==> src/rtl/wb_stage.sv <==
// Writeback pipeline stage: registers M-stage fields, selects writeback data, counts retired instructions.
// Optional sub-word load extraction/extension is built only when WB_LOAD_EXT_EN is defined.
module wb_stage (
    input  logic        clk,
    input  logic        reset,
    input  logic        en,
    input  logic        flush,
    input  logic        m_valid,
    input  logic [31:0] m_pc,
    input  logic [31:0] m_alu,
    input  logic [31:0] m_mem,
    input  logic [31:0] m_mdu,
    input  logic [1:0]  m_wsel,
    input  logic [2:0]  m_ldtype,
    input  logic [1:0]  m_byteoff,
    input  logic        m_we,
    input  logic [4:0]  m_wa,
    output logic [31:0] w_pc,
    output logic        w_we,
    output logic [4:0]  w_wa,
    output logic [31:0] w_wd,
    output logic        w_valid,
    output logic [31:0] w_retired
);

    localparam int unsigned XLEN  = 32;
    localparam int unsigned RAW   = 5;
    localparam int unsigned SELW  = 2;
    localparam int unsigned LDW   = 3;
    localparam int unsigned OFFW  = 2;

    localparam logic [SELW-1:0] SEL_ALU = 2'b00;
    localparam logic [SELW-1:0] SEL_MEM = 2'b01;
    localparam logic [SELW-1:0] SEL_PC8 = 2'b10;

    logic            valid_q, valid_d;
    logic            we_q, we_d;
    logic [RAW-1:0]  wa_q, wa_d;
    logic [XLEN-1:0] pc_q, pc_d;
    logic [SELW-1:0] sel_q, sel_d;
    logic [XLEN-1:0] alu_q, alu_d;
    logic [XLEN-1:0] mem_q, mem_d;
    logic [XLEN-1:0] mdu_q, mdu_d;
    logic [XLEN-1:0] retired_q, retired_d;
    logic [XLEN-1:0] mem_val;

`ifdef WB_LOAD_EXT_EN
    logic [LDW-1:0]  ldtype_q, ldtype_d;
    logic [OFFW-1:0] byteoff_q, byteoff_d;
`else
    logic unused_ldinfo;
    assign unused_ldinfo = ^{m_ldtype, m_byteoff};
`endif

    // Next-state: flush beats capture, en=0 holds.
    always_comb begin
        valid_d   = valid_q;
        we_d      = we_q;
        wa_d      = wa_q;
        pc_d      = pc_q;
        sel_d     = sel_q;
        alu_d     = alu_q;
        mem_d     = mem_q;
        mdu_d     = mdu_q;
        retired_d = retired_q;
`ifdef WB_LOAD_EXT_EN
        ldtype_d  = ldtype_q;
        byteoff_d = byteoff_q;
`endif
        if (flush) begin
            valid_d   = 1'b0;
            we_d      = 1'b0;
            wa_d      = '0;
            pc_d      = '0;
            sel_d     = SEL_ALU;
            alu_d     = '0;
            mem_d     = '0;
            mdu_d     = '0;
`ifdef WB_LOAD_EXT_EN
            ldtype_d  = '0;
            byteoff_d = '0;
`endif
        end else if (en) begin
            valid_d   = m_valid;
            we_d      = m_we;
            wa_d      = m_wa;
            pc_d      = m_pc;
            sel_d     = m_wsel;
            alu_d     = m_alu;
            mem_d     = m_mem;
            mdu_d     = m_mdu;
`ifdef WB_LOAD_EXT_EN
            ldtype_d  = m_ldtype;
            byteoff_d = m_byteoff;
`endif
            if (m_valid) begin
                retired_d = retired_q + XLEN'(1);
            end
        end
    end

    always_ff @(posedge clk or posedge reset) begin
        if (reset) begin
            valid_q   <= 1'b0;
            we_q      <= 1'b0;
            wa_q      <= '0;
            pc_q      <= '0;
            sel_q     <= SEL_ALU;
            alu_q     <= '0;
            mem_q     <= '0;
            mdu_q     <= '0;
            retired_q <= '0;
`ifdef WB_LOAD_EXT_EN
            ldtype_q  <= '0;
            byteoff_q <= '0;
`endif
        end else begin
            valid_q   <= valid_d;
            we_q      <= we_d;
            wa_q      <= wa_d;
            pc_q      <= pc_d;
            sel_q     <= sel_d;
            alu_q     <= alu_d;
            mem_q     <= mem_d;
            mdu_q     <= mdu_d;
            retired_q <= retired_d;
`ifdef WB_LOAD_EXT_EN
            ldtype_q  <= ldtype_d;
            byteoff_q <= byteoff_d;
`endif
        end
    end

`ifdef WB_LOAD_EXT_EN
    logic [7:0]  lane_b;
    logic [15:0] lane_h;

    // Halfword lane uses byteoff[1] only; odd offsets are not trapped.
    always_comb begin
        lane_b  = 8'(mem_q >> {byteoff_q, 3'b000});
        lane_h  = byteoff_q[1] ? mem_q[31:16] : mem_q[15:0];
        case (ldtype_q)
            3'b001:  mem_val = {{24{lane_b[7]}}, lane_b};
            3'b010:  mem_val = {24'h000000, lane_b};
            3'b011:  mem_val = {{16{lane_h[15]}}, lane_h};
            3'b100:  mem_val = {16'h0000, lane_h};
            default: mem_val = mem_q;
        endcase
    end
`else
    assign mem_val = mem_q;
`endif

    // Writeback data mux; bubbles drive zero.
    always_comb begin
        w_wd = '0;
        if (valid_q) begin
            case (sel_q)
                SEL_ALU: w_wd = alu_q;
                SEL_MEM: w_wd = mem_val;
                SEL_PC8: w_wd = pc_q + XLEN'(8);
                default: w_wd = mdu_q;
            endcase
        end
    end

    assign w_we      = valid_q & we_q & (wa_q != '0);
    assign w_wa      = wa_q;
    assign w_pc      = pc_q;
    assign w_valid   = valid_q;
    assign w_retired = retired_q;

endmodule
==> config.mk <==
export PLATFORM = sky130hd
export DESIGN_NAME = wb_stage
export DESIGN_NICKNAME = d
export VERILOG_FILES = /design/src/rtl/wb_stage.sv
export SDC_FILE = /design/constraint.sdc
export NUM_CORES = 1
export LEC_CHECK = 0
export ABC_CLOCK_PERIOD_IN_PS = 10900
export CORE_MARGIN = 2
export CORE_UTILIZATION = 50
export DETAILED_ROUTE_END_ITERATION = 10
export GPL_TIMING_DRIVEN = 0
export HOLD_SLACK_MARGIN = 0.15
export PLACE_DENSITY = 0.84
export SLEW_MARGIN = 40
export SYNTH_ARGS = -nofsm -noshare
export SYNTH_HDL_FRONTEND = slang
export SYNTH_SLANG_ARGS = --single-unit
==> constraint.sdc <==
create_clock -name clk -period 10.9 [get_ports clk]
set_clock_uncertainty 0.2 [all_clocks]
set_input_delay 1.09 -clock clk [delete_from_list [all_inputs] [get_ports clk]]
set_output_delay 1.09 -clock clk [all_outputs]
set_load 0.05 [all_outputs]
==> results of run 1 <==
[sequential cells by signal (all words and copies together) (netlist names)]
signal	flops
we_q	1
mdu_q	32
alu_q	32
sel_q	2
w_retired	32
w_valid	1
w_wa	5
mem_q	32
w_pc	32
[worst max-delay path: cells and delay by family (launching register included)]
family	cells	cell delay (ns)
AO/OA/AOI/OAI	2	0.44
flip-flops	1	0.33
buffers and inverters	4	2.15
[per-layer routing]
metal  vias to the layer above  routed length [microns]  GRT usage
met3                        53                     1870     0.0719
met5                         -                        0          0
met2                       310                    12300      0.486
met4                         0                      803      0.106
li1                       3226                        -          -
met1                      3508                    10500      0.376
[stage by stage]
stage	setup WS (ns)	hold WS, ns
finish	6.25	0.281
global route	6.18	0.293
CTS	6.31	0.286
detailed placement	6.78	0.277
global placement	2.83	0.265
floorplan	5.03	0.280
[placed cells by master, fill, tap and decap left out, types with 2 or more instances in the layout]
cell type / instances
o22ai_1: 3
or2_2: 2
o221ai_1: 2
a21oi_1: 7
a22oi_1: 7
a221oi_1: 10
nand2_1: 20
and3b_1: 2
nand3_1: 27
clkinv_4: 3
dfrtp_1: 169
o21ai_0: 16
and3_1: 14
mux4_2: 7
a221oi_2: 3
mux2i_1: 151
inv_1: 2
xor2_1: 21
xnor2_1: 32
and2_1: 13
clkbuf_1: 24
mux2_2: 11
clkbuf_16: 17
ha_1: 2
and4_1: 10
a21boi_0: 2
inv_6: 7
nand4_1: 9
clkinv_2: 2
buf_16: 2
nor3_1: 3
clkdlybuf4s50_1: 243
nor4_1: 4
nor2_1: 145
buf_2: 21
[power breakdown]
| part | switching (mW) | internal [mW] | total (mW) |
|---|---|---|---|
| Sequential | 0.0368 | 0.664 | 0.701 |
| Combinational | 0.179 | 0.137 | 0.317 |
| Clock | 0.269 | 0.326 | 0.595 |
[cell type report]
cell class	count	area, sq um
clock inverters	14	135
fillers	1232	4750
multi-input cells	541	3920
repair buffers	245	2490
inverters	4	22.5
plain buffers	47	206
clock buffers	18	439
well taps	220	275
flip-flops and latches	169	4230
[cells by family after synthesis]
logic type,Yosys count,synth area share
AND/OR/NAND/NOR,259,0.146
multiplexers,169,0.214
flip-flops,169,0.505
AO/OA/AOI/OAI,58,0.0504
XOR/XNOR,53,0.0554
buffers and inverters,51,0.0264
adder cells (fa/ha/maj),2,0.00299
[worst max-delay path by stage]
| stage | startpoint | end | slack [ns] | cells after the start |
|---|---|---|---|---|
| 4_1_cts | sel_q[0] | w_wd[24] | 6.31 | 6 |
| 3_5_place_dp | sel_q[0] | w_wd[24] | 6.78 | 6 |
| 6_report | sel_q[0] | w_wd[24] | 6.25 | 6 |
| 3_3_place_gp | reset | mem_q[4] | 2.83 | 2 |
| 5_1_grt | sel_q[0] | w_wd[24] | 6.18 | 6 |
| 2_1_floorplan | reset | alu_q[0] | 5.03 | 1 |
==> impl_metrics.py, run 1 <==
metrics = {
    "clock_network": {
        "insertion_delay_ns": 0.42,
        "clock_sinks": 169,
        "ctsLongestPathBuffers": 2,
        "numCtsBuffers": 17,
        "hold_buffers": 0,
        "cts_root_buf": "clkbuf_16",
        "clkTransAtPathRegs_ns": 0.07,
        "cts_setup_buffers": 0,
        "cts_tree": "yes",
        "htreeDepth": 4,
        "cts_resized": 0,
    },
    "detailed_routing": {
        "drt_pass1_iterations": 5,
        "wl_microns": 25500,
        "dr.first_iter.drc_count": 460,
        "post_drt_via_cell_ratio": 5.64,
        "ant_nets": 0,
        "vias": 7097,
        "route.detailed.drc": 0,
        "wire_per_inst_microns": 20.3,
    },
    "cells_and_area": {
        "drive_gt1_frac": 0.0819,
        "diodes": 0,
        "final_util": 0.712,
        "area_delta_synth_final_pct": 39.9,
        "final_nets": 1173,
        "final_cells": 1258,
        "fin_area_sq_mm": 0.0117,
    },
    "logic_synthesis": {
        "ys.flop_type": "dfrtp_1",
        "yosys_warnings": 0,
        "yosysSeqAreaShare": 0.505,
        "synth_edf_count": 0,
        "synthTopCellsByArea": "dfrtp_1, mux2i_1, nor2_1",
        "synth.net_count": 909,
        "synth_top_cell_by_area": "dfrtp_1",
        "syn_avg_cell_area_sq_um": 11.0,
        "synth_top_area_frac": 0.505,
        "synth_common_cells": "dfrtp_1, mux2i_1, nor2_1",
        "synth_most_common_cell": "dfrtp_1",
        "syn_inst": 761,
        "syn_area_sq_mm": 0.00837,
        "synth_cell_types": 50,
        "async_flop_share": 1.00,
        "synth-seq-cells": 169,
    },
    "floorplan": {
        "dieArea_sq_mm": 0.0178,
        "start_util": 0.509,
        "rows": 47,
        "fp.dieH_microns": 133,
        "pin_count": 249,
        "core_sq_mm": 0.0165,
        "die_x_microns": 133,
    },
    "critical_path": {
        "r2r_cells": 5,
        "ff2ff_setup_slack_ns": 8.68,
        "endpoint_kind": "output pin",
        "path_cells": "buf_2 -> clkbuf_1 -> clkbuf_1 -> a22oi_1 -> a21oi_1 -> clkdlybuf4s50_1",
        "worstSetupPathType": "reg2out",
        "worst_ep_arrival_time_ns": 3.36,
        "slowest_stage": "clkdlybuf4s50_1",
        "crit_path_max_fanout": 10,
        "cp_data_required_time_ns": 9.61,
        "max_stage_delay_ns": 0.84,
        "rr_endpoint": "sel_q[0]",
        "crit_path_frequent_cell": "clkbuf_1",
        "timing.rr.start": "sel_q[0]",
        "crit_path_start_kind": "flip-flop",
    },
    "grt": {
        "grt_pass1_wl_microns": 39900,
        "grt_antenna_before_repair": 0,
        "grt_max_degree": 66,
        "grt_pass1_vias": 7293,
        "track_usage": 0.293,
        "grt.overflow.total": 0,
    },
    "sta": {
        "period_minus_slack_ns": 4.65,
        "period_share": 0.426,
        "slew_viol_final": 0,
        "max_slew_margin": 0.498,
        "rsz0062_at_grt": "no",
        "finalHoldViolCount": 0,
        "final.setup.tns_ns": 0,
        "worst_pin_slew_ns": 0.753,
        "fmax_mhz": 215,
        "setup_viol": 0,
    },
    "power_and_ir_drop": {
        "total_power_mw": 1.61,
        "vdd_drop_max_mv": 0.130,
        "leakagePower_nw": 5.32,
        "cellPowerDensity_mw_per_mm2": 138,
    },
    "hold_path": {
        "hp-start": "w_retired[31]",
        "min_to": "w_retired[31]",
        "whs_path_depth": 1,
        "holdCritPathClass": "reg2reg",
    },
    "placement": {
        "place_inst": 1226,
        "dpl.hpwl_microns": 18900,
        "routabilityCongestion": 0.891,
        "dpl-instance-area_sq_mm": 0.0111,
        "portBuffers": 243,
    },
    "job": {
        "max_cap_viol_count": 0,
    },
    "run_status": {
        "outcome": "finished clean",
    },
}
Note: power is estimated with default switching activity, not from simulation.
==> inputs of run 2 (changes only) <==
- ABC_CLOCK_PERIOD_IN_PS: 10900 -> 4400
- CORE_UTILIZATION: 50 -> 48
- PLACE_DENSITY: 0.84 -> 0.81
- clock period: 10.9 -> 4.4 ns (I/O delays scaled with it)
==> impl_metrics.py, run 2 (synthesized netlist as in run 1, its figures left out) <==
metrics = {
    "sta": {
        "worst_pin_slew_ns": 0.761,
        "period_share": 0.914,
        "finalHoldViolCount": 0,
        "holdWs_ns": 0.192,
        "setup_viol": 0,
        "final.setup.tns_ns": 0,
        "fmax_mhz": 249,
        "slew_viol_final": 0,
        "period_minus_slack_ns": 4.02,
        "max_slew_margin": 0.493,
        "rsz0062_at_grt": "no",
    },
    "critical_path": {
        "cp_data_required_time_ns": 3.76,
        "worst_ep_arrival_time_ns": 3.38,
        "crit_path_end": "w_wd[22]",
        "timing.rr.start": "sel_q[0]",
        "crit_path_start_kind": "flip-flop",
        "ff2ff_setup_slack_ns": 2.11,
        "rr_endpoint": "sel_q[0]",
        "worstSetupPathType": "reg2out",
        "endpoint_kind": "output pin",
        "crit_path_start": "sel_q[0]",
        "r2r_cells": 5,
        "crit_path_max_fanout": 10,
    },
    "detailed_routing": {
        "post_drt_via_cell_ratio": 5.51,
        "wire_per_inst_microns": 20.1,
        "route.detailed.drc": 0,
        "ant_nets": 0,
        "drt_pass1_iterations": 5,
        "vias": 6989,
        "dr.first_iter.drc_count": 425,
        "wl_microns": 25500,
    },
    "placement": {
        "routabilityCongestion": 0.910,
        "portBuffers": 243,
        "dpl.hpwl_microns": 19400,
        "dpl-instance-area_sq_mm": 0.0113,
    },
    "clock_network": {
        "numCtsBuffers": 17,
        "clkTransAtPathRegs_ns": 0.07,
        "cts_resized": 0,
        "hold_buffers": 0,
        "cts_tree": "yes",
        "insertion_delay_ns": 0.42,
        "htreeDepth": 4,
        "cts_setup_buffers": 0,
        "ctsLongestPathBuffers": 2,
        "clock_sinks": 169,
        "cts_root_buf": "clkbuf_16",
    },
    "floorplan": {
        "die_x_microns": 136,
        "core_sq_mm": 0.0172,
        "dieArea_sq_mm": 0.0185,
        "pin_count": 249,
        "start_util": 0.487,
        "rows": 48,
        "fp.dieH_microns": 136,
    },
    "hold_path": {
        "holdCritPathClass": "in2async",
    },
    "power_and_ir_drop": {
        "power_frac_clock": 0.366,
        "netSwitchingPower_mw": 1.20,
        "total_power_mw": 3.99,
        "intPower_mw": 2.79,
        "cellPowerDensity_mw_per_mm2": 337,
        "leakagePower_nw": 5.37,
        "vdd_drop_max_mv": 0.281,
        "p_comb_frac": 0.200,
        "switching_share": 0.301,
        "pwr-share-seq": 0.434,
    },
    "cells_and_area": {
        "drive_gt1_frac": 0.0852,
        "multiInputGateArea_sq_mm": 0.00392,
        "mostFrequentLayoutCells": "clkdlybuf4s50_1, dfrtp_1, mux2i_1",
        "final_nets": 1179,
        "final_util": 0.690,
        "area_delta_synth_final_pct": 41.6,
        "diodes": 0,
        "final_common_cell": "clkdlybuf4s50_1",
        "fin_area_sq_mm": 0.0119,
        "nFillCells": 1332,
        "final-seq-area_sq_mm": 0.00423,
    },
    "grt": {
        "grt.overflow.total": 0,
        "grt_max_degree": 28,
        "grt_pass1_vias": 7157,
        "grt_antenna_before_repair": 1,
        "track_usage": 0.283,
        "grt_pass1_wl_microns": 39400,
    },
    "run_status": {
        "outcome": "finished clean",
    },
    "job": {
        "max_cap_viol_count": 0,
    },
}
run 2: cell types whose count changed in the layout (fill, tap and decap cells not counted), sizes merged:
| cell | delta |
|---|---|
| clkinvlp | +2 |
| clkinv | -1 |
| clkbuf | +1 |
| buf | +6 |
| inv | -2 |
run 2: stage by stage:
stage | instances | worst slack (ns)
6_report | 1269 | 0.378
5_1_grt | 1269 | 0.266
4_1_cts | 1269 | 0.424
3_5_place_dp | 1237 | 0.893
3_3_place_gp | 1229 | 0.219
2_1_floorplan | 761 | 0.598
run 2: worst min-delay path by stage:
stage                       start             to  slack, ns  depth (start not counted)
floorplan               mdu_q[16]      mdu_q[16]       0.28                          2
global placement    w_retired[31]  w_retired[31]       0.26                          1
detailed placement  w_retired[31]  w_retired[31]       0.27                          1
CTS                         reset       mem_q[4]       0.18                          2
global route                reset       mem_q[7]       0.23                          2
finish                      reset       mem_q[7]       0.19                          2
run 2: layer usage:
layer | global-route usage | vias up | routed length (microns)
li1 | - | 3230 | -
met1 | 0.373 | 3466 | 10800
met2 | 0.468 | 255 | 12500
met3 | 0.0619 | 36 | 1760
met4 | 0.0874 | 2 | 500
met5 | 0 | - | 7
run 2: power by group through the flow:
stage	Sequential [mW]	Combinational (mW)	Clock (mW)
floorplan	1.88	0.316	0
global placement	1.76	0.766	0
detailed placement	1.76	0.798	0
CTS	1.73	0.801	1.48
global route	1.74	0.851	1.54
finish	1.73	0.798	1.46
run 2: cell type report:
class                   instances  share of cell area
clock inverters                13              0.0114
plain buffers                  47              0.0174
multi-input cells             541               0.331
flip-flops and latches        169               0.357
repair buffers                251               0.222
clock buffers                  19              0.0365
inverters                       4             0.00158
well taps                     225              0.0237
run 2: critical path, cell delays in order, from the launching register on:
cell and delay, ns:
dfrtp_1 0.34, buf_2 0.29, clkbuf_1 0.45, clkbuf_1 0.58
a22oi_1 0.21, a21oi_1 0.21, clkdlybuf4s50_1 0.85
